<file path="config.mk">
export PLATFORM = sky130hd
export DESIGN_NAME = bcd_counter_display
export DESIGN_NICKNAME = d
export VERILOG_FILES = /design/src/rtl/bcd_counter_display_pkg.sv /design/src/rtl/bcd_counter_display_seg7_dec.sv /design/src/rtl/bcd_counter_display.sv
export SDC_FILE = /design/constraint.sdc
export NUM_CORES = 1
export LEC_CHECK = 0
export ABC_CLOCK_PERIOD_IN_PS = 6600
export BUFFER_PORTS_ARGS = -buffer_cell sky130_fd_sc_hd__buf_2
export CORE_ASPECT_RATIO = 0.7
export CORE_MARGIN = 2
export CORE_UTILIZATION = 35
export CTS_BUF_LIST = sky130_fd_sc_hd__clkbuf_8
export DETAILED_ROUTE_END_ITERATION = 8
export HOLD_SLACK_MARGIN = 0.03
export PLACE_DENSITY = 0.61
export SKIP_LAST_GASP = 1
export SLEW_MARGIN = 40
export SYNTH_ARGS = -nofsm -noshare
export SYNTH_HDL_FRONTEND = slang
export SYNTH_SLANG_ARGS = --single-unit
</file>
<file path="constraint.sdc">
create_clock -name CLOCK_50 -period 6.6 [get_ports CLOCK_50]
set_input_delay 0.66 -clock CLOCK_50 [delete_from_list [all_inputs] [get_ports CLOCK_50]]
set_output_delay 0.66 -clock CLOCK_50 [all_outputs]
set_load 0.005 [all_outputs]
</file>
<file path="src/rtl/bcd_counter_display_pkg.sv">
// Shared constants for the BCD counter display: active-low 7-segment codes (gfedcba)
// and digit helpers.
package bcd_counter_display_pkg;

  typedef logic [3:0] bcd_digit_t;

  localparam logic [6:0] SEG_BLANK = 7'h7F;
  localparam logic [6:0] SEG_0     = 7'h40;
  localparam logic [6:0] SEG_1     = 7'h79;
  localparam logic [6:0] SEG_2     = 7'h24;
  localparam logic [6:0] SEG_3     = 7'h30;
  localparam logic [6:0] SEG_4     = 7'h19;
  localparam logic [6:0] SEG_5     = 7'h12;
  localparam logic [6:0] SEG_6     = 7'h02;
  localparam logic [6:0] SEG_7     = 7'h78;
  localparam logic [6:0] SEG_8     = 7'h00;
  localparam logic [6:0] SEG_9     = 7'h10;

  localparam bcd_digit_t BCD_MAX = 4'd9;

  // Switch inputs can present 10..15; those saturate to 9 rather than wrap.
  function automatic bcd_digit_t bcd_clamp(input bcd_digit_t d);
    return (d > BCD_MAX) ? BCD_MAX : d;
  endfunction

endpackage

</file>
<file path="src/rtl/bcd_counter_display_seg7_dec.sv">
// Combinational BCD -> active-low 7-segment decoder with a blank override.
module bcd_seg7_dec
  import bcd_counter_display_pkg::*;
(
  input  logic [3:0] i_digit,
  input  logic       i_blank,
  output logic [6:0] o_seg
);

  always_comb begin
    o_seg = SEG_BLANK;
    if (!i_blank) begin
      case (i_digit)
        4'd0:    o_seg = SEG_0;
        4'd1:    o_seg = SEG_1;
        4'd2:    o_seg = SEG_2;
        4'd3:    o_seg = SEG_3;
        4'd4:    o_seg = SEG_4;
        4'd5:    o_seg = SEG_5;
        4'd6:    o_seg = SEG_6;
        4'd7:    o_seg = SEG_7;
        4'd8:    o_seg = SEG_8;
        4'd9:    o_seg = SEG_9;
        default: o_seg = SEG_BLANK;
      endcase
    end
  end

endmodule

</file>
<file path="src/rtl/bcd_counter_display.sv">
// N-digit BCD up/down counter on a prescaled tick, with parallel load, wrap pulse
// and registered 7-segment outputs with optional leading-zero blanking.
module bcd_counter_display
  import bcd_counter_display_pkg::*;
#(
  parameter int NUM_DIGITS = 4,
  parameter int TICK_DIV   = 50_000_000
)(
  input  logic                    CLOCK_50,
  input  logic                    RST_N,
  input  logic                    EN,
  input  logic                    UP_DN,
  input  logic                    LOAD,
  input  logic [4*NUM_DIGITS-1:0] LOAD_VAL,
  input  logic                    BLANK_LZ,
  output logic [4*NUM_DIGITS-1:0] BCD,
  output logic                    CARRY,
  output logic [7*NUM_DIGITS-1:0] HEX
);

  localparam int PW = $clog2(TICK_DIV);

  logic [PW-1:0]           r_presc;
  logic [4*NUM_DIGITS-1:0] r_bcd;
  logic                    r_carry;
  logic [7*NUM_DIGITS-1:0] r_hex;

  logic                    w_tick;
  logic                    w_wrap;
  logic [4*NUM_DIGITS-1:0] w_bcd_next;
  logic [4*NUM_DIGITS-1:0] w_load_clamped;
  logic [NUM_DIGITS-1:0]   w_blank;
  logic [7*NUM_DIGITS-1:0] w_seg;

  assign w_tick = EN && (r_presc == PW'(TICK_DIV - 1));

  // Ripple increment/decrement; the chain runs out of the top digit only on wrap.
  always_comb begin
    logic w_ripple;
    w_ripple   = 1'b1;
    w_bcd_next = r_bcd;
    for (int i = 0; i < NUM_DIGITS; i++) begin
      if (w_ripple) begin
        if (UP_DN) begin
          if (r_bcd[4*i +: 4] == BCD_MAX) begin
            w_bcd_next[4*i +: 4] = 4'd0;
          end else begin
            w_bcd_next[4*i +: 4] = r_bcd[4*i +: 4] + 4'd1;
            w_ripple = 1'b0;
          end
        end else begin
          if (r_bcd[4*i +: 4] == 4'd0) begin
            w_bcd_next[4*i +: 4] = BCD_MAX;
          end else begin
            w_bcd_next[4*i +: 4] = r_bcd[4*i +: 4] - 4'd1;
            w_ripple = 1'b0;
          end
        end
      end
    end
    w_wrap = w_ripple;
  end

  // A digit blanks only when it and every digit above it are zero.
  always_comb begin
    logic w_all_zero;
    w_all_zero = 1'b1;
    w_blank    = '0;
    for (int i = NUM_DIGITS - 1; i > 0; i--) begin
      w_all_zero = w_all_zero && (r_bcd[4*i +: 4] == 4'd0);
      w_blank[i] = BLANK_LZ && w_all_zero;
    end
  end

  genvar gi;
  generate
    for (gi = 0; gi < NUM_DIGITS; gi++) begin : g_digit
      assign w_load_clamped[4*gi +: 4] = bcd_clamp(LOAD_VAL[4*gi +: 4]);

      bcd_seg7_dec u_dec (
        .i_digit (r_bcd[4*gi +: 4]),
        .i_blank (w_blank[gi]),
        .o_seg   (w_seg[7*gi +: 7])
      );
    end
  endgenerate

  always_ff @(posedge CLOCK_50 or negedge RST_N) begin
    if (!RST_N) begin
      r_presc <= '0;
      r_bcd   <= '0;
      r_carry <= 1'b0;
      r_hex   <= {NUM_DIGITS{SEG_BLANK}};
    end else begin
      r_hex   <= w_seg;
      r_carry <= 1'b0;
      if (LOAD) begin
        r_presc <= '0;
        r_bcd   <= w_load_clamped;
      end else begin
        if (EN) begin
          r_presc <= w_tick ? '0 : r_presc + PW'(1);
        end
        if (w_tick) begin
          r_bcd   <= w_bcd_next;
          r_carry <= w_wrap;
        end
      end
    end
  end

  assign BCD   = r_bcd;
  assign CARRY = r_carry;
  assign HEX   = r_hex;

endmodule

</file>
==> metrics, run 1 <==
run status=finished, final reports clean; Avg WL per Cell=15.7 µm; Post-synth ARST share=1.00; layout cells sized above 1=0.223; syn nets=550; critical path's slowest cell=dfrtp_1; Reg clk slew, reported paths=0.07 ns; Req. time, crit path=6.84 ns; Hold Buf Count CTS=0; detailed placement HPWL=8.03 mm; CTS sink count=71; final worst slack=3.93 ns; Main synth FF type=dfrtp_1; endpoints failing setup=0; XOR/XNOR Fraction of Synth Area=0.0388; die area=13800 µm²; Max Buffers Root-to-Sink=2; slowest stage delay, CP=0.49 ns; Reg area=1810 µm²; routability cong.=0.875; layout net count=606; Final Cycle Share=0.405; post-CTS sizing=0; CP max FO=8; Setup crit end kind=register; row cnt=34; hold crit path type=in2async; Crit Path Category=reg2reg; clk_lat worst skew=0.35 ns; pre-CTS WS=3.93 ns; DRC=0; EDFF count, synth=0; largest net degree at the start of global routing=72; fin crit period=2.67 ns; Total GRT Usage=0.170; htree depth=3; CTS tree=built; crit path to=BCD[14]$_DFFE_PN0P_; area leader, netlist=dfrtp_1; crit path DAT=2.91 ns; ANT cells=0; Root Buffer=clkbuf_8; grt total ovfl=0; Worst path top cell family by delay=simple AND/OR/NAND/NOR gates; hold slack=0.405 ns; First-pass DRT Iterations=5; total number of vias=3986; post-synthesis sequential element count=71; syn avg cell area=8.98 µm²; sequential share of the synthesized area=0.401; main area contributors after synthesis=dfrtp_1, dfstp_2, ha_1; Setup Fix Bufs, Post-CTS=0; Netlist cell types=66; Compound-Gate Fraction of Synth Area=0.177; Cell Area, Synth=4520 µm²; WP depth=7; Final Util=0.414; global-route wire length before repair=19.0 mm; area share of the largest cell type after synthesis=0.238; Initial Util=0.361; Worst setup SP type=register; chip width=140 µm; Reg-to-Reg End=BCD[14]$_DFFE_PN0P_; Core ar.=12500 µm²; Sum Neg Setup Slack=0 ns; Slew Limit Headroom=0.533; post-synthesis mux area share=0.0468; Setup Skew=0.00743 ns; RSZ-0062 raised after global routing=false; Via density=5.49; peak supply drop=0.132 mV; Synthesis Warnings=0; most frequent cell after synthesis=nor2_1; initial antenna violation count=0; Reg2Reg Depth=7; Total Power=1280 µW; post-synthesis simple-gate area fraction=0.230; Port Buffers=66; synth cell count leaders=nor2_1, o21ai_0, nand2_1, dfrtp_1, a21oi_1; vias in the first global route=3695; Achievable Freq=374 MHz; largest family of logic cells by synthesized area=simple AND/OR/NAND/NOR gates; Final Hold Vio Count=0; CP Buf/Inv Count=1; Pwr per Cell Area=247 nW/µm²; TritonCTS buffer count=9; Detail Route Antenna Nets=0; Die H=99.0 µm; final-layout fill cell count=1274; Synth-to-Final Area Change=14.7%; R2R Path Start=BCD[1]$_DFFE_PN0P_; CP cell instances=inv_1 -> ha_1 -> or3b_1 -> a21oi_1 -> and3_1 -> a31oi_4 -> mux2_4; Mapped Cells=503; CP Launch Point=BCD[1]$_DFFE_PN0P_; worst slew pin tran=0.701 ns; final max-slew violation count=0; Worst R2R Setup Slack=3.93 ns; Detailed Route Iter0 Violations=295; multi-input logic area=2540 µm²; Pleak=0.00225 µW; fraction of the mapped netlist area in adder cells=0.0693; total wire length=11.4 mm; max cap viols=0; Ports=67
[kinds of logic after synthesis]
group           count (synthesis)
xor+xnor                       20
simple gates                  196
fa+ha+maj                      25
compound gates                132
mux                            18
flops                          71
buf+inv                        41
[stage by stage]
| stage | instance area (µm²) | instances |
|---|---|---|
| 3_5_place_dp | 4970 | 710 |
| 4_1_cts | 5180 | 726 |
| 6_report | 5180 | 726 |
| 2_1_floorplan | 4520 | 503 |
| 3_3_place_gp | 4960 | 710 |
| 5_1_grt | 5180 | 726 |
[area by class of cell]
class,count,share of cell area
multi-input combinational,391,0.492
clock inverter,7,0.0157
tap,162,0.0391
clock buffer,9,0.0239
sequential,71,0.350
timing repair buffer,67,0.0660
inverter,19,0.0138
[placed cells by master (no fill, tap or decap), types with 4 or more instances in the layout]
cell type,netlist,final
a21o_1,4,4
a21oi_1,34,34
a31oi_1,6,6
and3_1,4,4
buf_2,3,66
clkbuf_8,0,9
dfrtp_1,43,43
dfstp_2,28,28
ha_1,25,25
inv_1,18,21
mux2i_1,11,11
nand2_1,47,47
nand2b_1,7,7
nand3_1,18,18
nand3b_1,5,5
nand4_1,12,12
nor2_1,51,51
nor3_1,13,13
nor4_1,4,4
o211ai_1,4,4
o21a_1,5,5
o21ai_0,50,50
o22ai_1,4,4
o31ai_1,6,6
or3_1,8,8
xor2_1,17,17
[power breakdown]
part	internal (µW)	switching (µW)	total, µW
clock	208	168	376
combinational	147	178	326
sequential	518	61.8	580
[routing by layer]
metal,up-vias,global-route usage,share of wire
li1,1916,-,-
met1,1922,0.256,0.50
met2,137,0.242,0.42
met3,11,0.0423,0.069
met4,0,0.0462,0.010
met5,-,0,0
[state kept, by name, summed over array words and instances, names as in the netlist]
| name | flops |
|---|---|
| BCD | 16 |
| CARRY | 1 |
| HEX | 28 |
| r_presc | 26 |
[worst min path at each step]
stage	from	to	slack, ns	cells after the start
floorplan	RST_N	BCD[0]$_DFFE_PN0P_	0.36	0
global placement	r_presc[20]$_DFFE_PN0P_	r_presc[20]$_DFFE_PN0P_	0.53	1
detailed placement	r_presc[20]$_DFFE_PN0P_	r_presc[20]$_DFFE_PN0P_	0.56	1
CTS	RST_N	BCD[0]$_DFFE_PN0P_	0.43	2
global route	RST_N	BCD[1]$_DFFE_PN0P_	0.47	2
finish	RST_N	BCD[6]$_DFFE_PN0P_	0.40	2
No activity file was read; power rests on OpenSTA's default activity.
==> run 2, diff against run 1 <==
ABC_CLOCK_PERIOD_IN_PS = 2500   (was 6600)
clock period = 2.5 ns   (was 6.6 ns; I/O delays follow)
==> run 2 against run 1 <==
Compared with the run above:
- final cell count rose by 3.3%
- total power rose to 2.8 times the previous value
- sequential share of layout area fell by 1.5 points
- hold slack got worse by 0.29 ns
- clock skew rose by 0.0032 ns
- wire length rose by 2.7%
- combinational power rose to 3.0 times the previous value
- largest cell class unchanged
- register-to-register slack got worse by 3.7 ns
- non-clock buffer count rose by 24
- clock power rose to 3.1 times the previous value
- via count rose by 0.88%
- global-route usage rose by 0.60 points
==> metrics, run 2 (synthesis results as in run 1) <==
vias in the first global route=3811 (+3.1%); total number of vias=4021 (+0.88%); Req. time, crit path=2.78 ns (-4.06 ns); Setup crit end kind=register; row cnt=34 (unchanged); endpoints failing setup=0 (unchanged); number of flip-flops in the largest register=28 (unchanged); worst slew pin tran=0.704 ns (+0.00270 ns); commonest non-fill, non-tap cell in the layout=buf_2; Synth-to-Final Area Change=19.8%; R2R Path Start=BCD[5]$_DFFE_PN0P_; final max-slew violation count=0 (unchanged); chip width=140 µm (unchanged); Achievable Freq=432 MHz (+15%); TritonCTS buffer count=9 (unchanged); layout cells sized above 1=0.257 (+0.0334); Detailed Route Iter0 Violations=286 (-3.1%); Initial Util=0.361 (unchanged); Avg WL per Cell=15.6 µm (-0.61%); routability cong.=0.879 (+0.40%); Pleak=0.00238 µW (+5.9%); layout net count=630 (+4.0%); crit path DAT=2.59 ns (-0.32 ns); pre-CTS WS=0.196 ns (-3.73 ns); die area=13800 µm² (unchanged); global-route wire length before repair=19.6 mm (+3.3%); total wire length=11.7 mm (+2.7%); CP max FO=9 (+1); ANT cells=0 (unchanged); min-delay src=LOAD_VAL[6]; Root Buffer=clkbuf_8; Crit Path Category=reg2reg; CP Launch Point=BCD[5]$_DFFE_PN0P_; Detail Route Antenna Nets=0 (unchanged); run status=finished, final reports clean; max cap viols=0 (unchanged); RSZ-0062 raised after global routing=false; Pwr per Cell Area=669 nW/µm² (+170%); clk_lat worst skew=0.36 ns (about the same); Worst setup SP type=register; Final Hold Vio Count=0 (unchanged); Max Buffers Root-to-Sink=2 (unchanged); Core ar.=12500 µm² (unchanged); final worst slack=0.185 ns (-3.74 ns); First-pass DRT Iterations=5 (unchanged); Ports=67 (unchanged); met2 Usage GRT=0.250 (+0.00826); DRC=0 (unchanged); Slew Limit Headroom=0.527 (-0.00613); CTS sink count=71 (unchanged); grt total ovfl=0 (unchanged); peak supply drop=0.369 mV (+180%); most frequent cells in the layout=buf_2, nor2_1, o21ai_0, nand2_1, dfrtp_1; Reg clk slew, reported paths=0.08 ns (about the same); Setup Skew=0.0107 ns (+0.00323 ns); htree depth=3 (unchanged); Via density=5.36 (-2.4%); CTS tree=built; final-layout fill cell count=1270 (-0.31%); Sum Neg Setup Slack=0 ns (unchanged); hold crit path type=in2reg; GR met3 Demand/Resource=0.0476 (+0.00534); met1 usage=0.269 (+0.0125); initial antenna violation count=0 (unchanged); Final Util=0.432 (+0.0184); fin crit period=2.32 ns (-0.358 ns); Die H=99.0 µm (unchanged); Port Buffers=66 (unchanged); detailed placement HPWL=8.58 mm (+6.9%); largest net degree at the start of global routing=56 (-22%); Final Cycle Share=0.926 (+0.521); Most Used Layer, Global Route=met1; Total GRT Usage=0.176 (+0.00597)
==> run 2: cell count changes in the layout (fill, tap and decap cells not counted), sizes merged <==
cell / change
buf: +23
bufinv: +1
clkbuf: +2
dlygate4sd3: +1
inv: -3
==> run 2: metrics by stage <==
step / power (µW) / instance area [µm²] / cells / hold slack [ns]
detailed placement: 2460 / 5140 / 733 / 0.229
global route: 3850 / 5410 / 750 / 0.128
global placement: 2450 / 5140 / 733 / 0.215
floorplan: 2070 / 4520 / 503 / -0.0456
CTS: 3650 / 5410 / 750 / 0.102
finish: 3620 / 5410 / 750 / 0.110
==> run 2: path summary, 6_finish.rpt <==
check,endpoint,slack (ns),cells past startpoint
max,BCD[8]$_DFFE_PN0P_,0.18,7
min,BCD[6]$_DFFE_PN0P_,0.11,3
max reg2reg,BCD[8]$_DFFE_PN0P_,0.18,7
min reg2reg,r_presc[20]$_DFFE_PN0P_,0.56,1
max in group asynchronous,HEX[25]$_DFF_PN1_,1.46,3
min in group asynchronous,BCD[6]$_DFFE_PN0P_,0.36,2
==> run 2: cell type report <==
| cell class | instances | area [µm²] | area share |
|---|---|---|---|
| Multi-Input combinational cell | 391 | 2530 | 0.469 |
| Clock buffer | 11 | 151 | 0.0280 |
| Tap cell | 162 | 203 | 0.0375 |
| Timing Repair Buffer | 91 | 533 | 0.0986 |
| Clock inverter | 5 | 104 | 0.0192 |
| Sequential cell | 71 | 1810 | 0.335 |
| Inverter | 19 | 71.3 | 0.0132 |
==> run 2: metal layers <==
metal  share of wire  vias up
li1                -     1966
met3           0.064       13
met4          0.0079        0
met5               0        -
met1            0.51     1914
met2            0.42      128
==> run 2: power by group <==
part	switching (µW)	internal, µW	leakage (µW)
sequential	109	1370	0.000866
combinational	534	430	0.00138
clock	459	717	0.000130
==> run 2: worst max-delay path: stages (launching register included) <==
cell     delay, ns
dfrtp_1       0.50
inv_1         0.18
ha_1          0.30
or3b_1        0.39
a21oi_2       0.18
nand4_1       0.25
and3_1        0.27
nor3_1        0.16
==> run 2: what timing repair did <==
action                    in CTS  in global routing
setup buffers                  0                  0
hold endpoints to repair       4                  0
gates resized for setup        0                  0
hold buffers                   1                  0
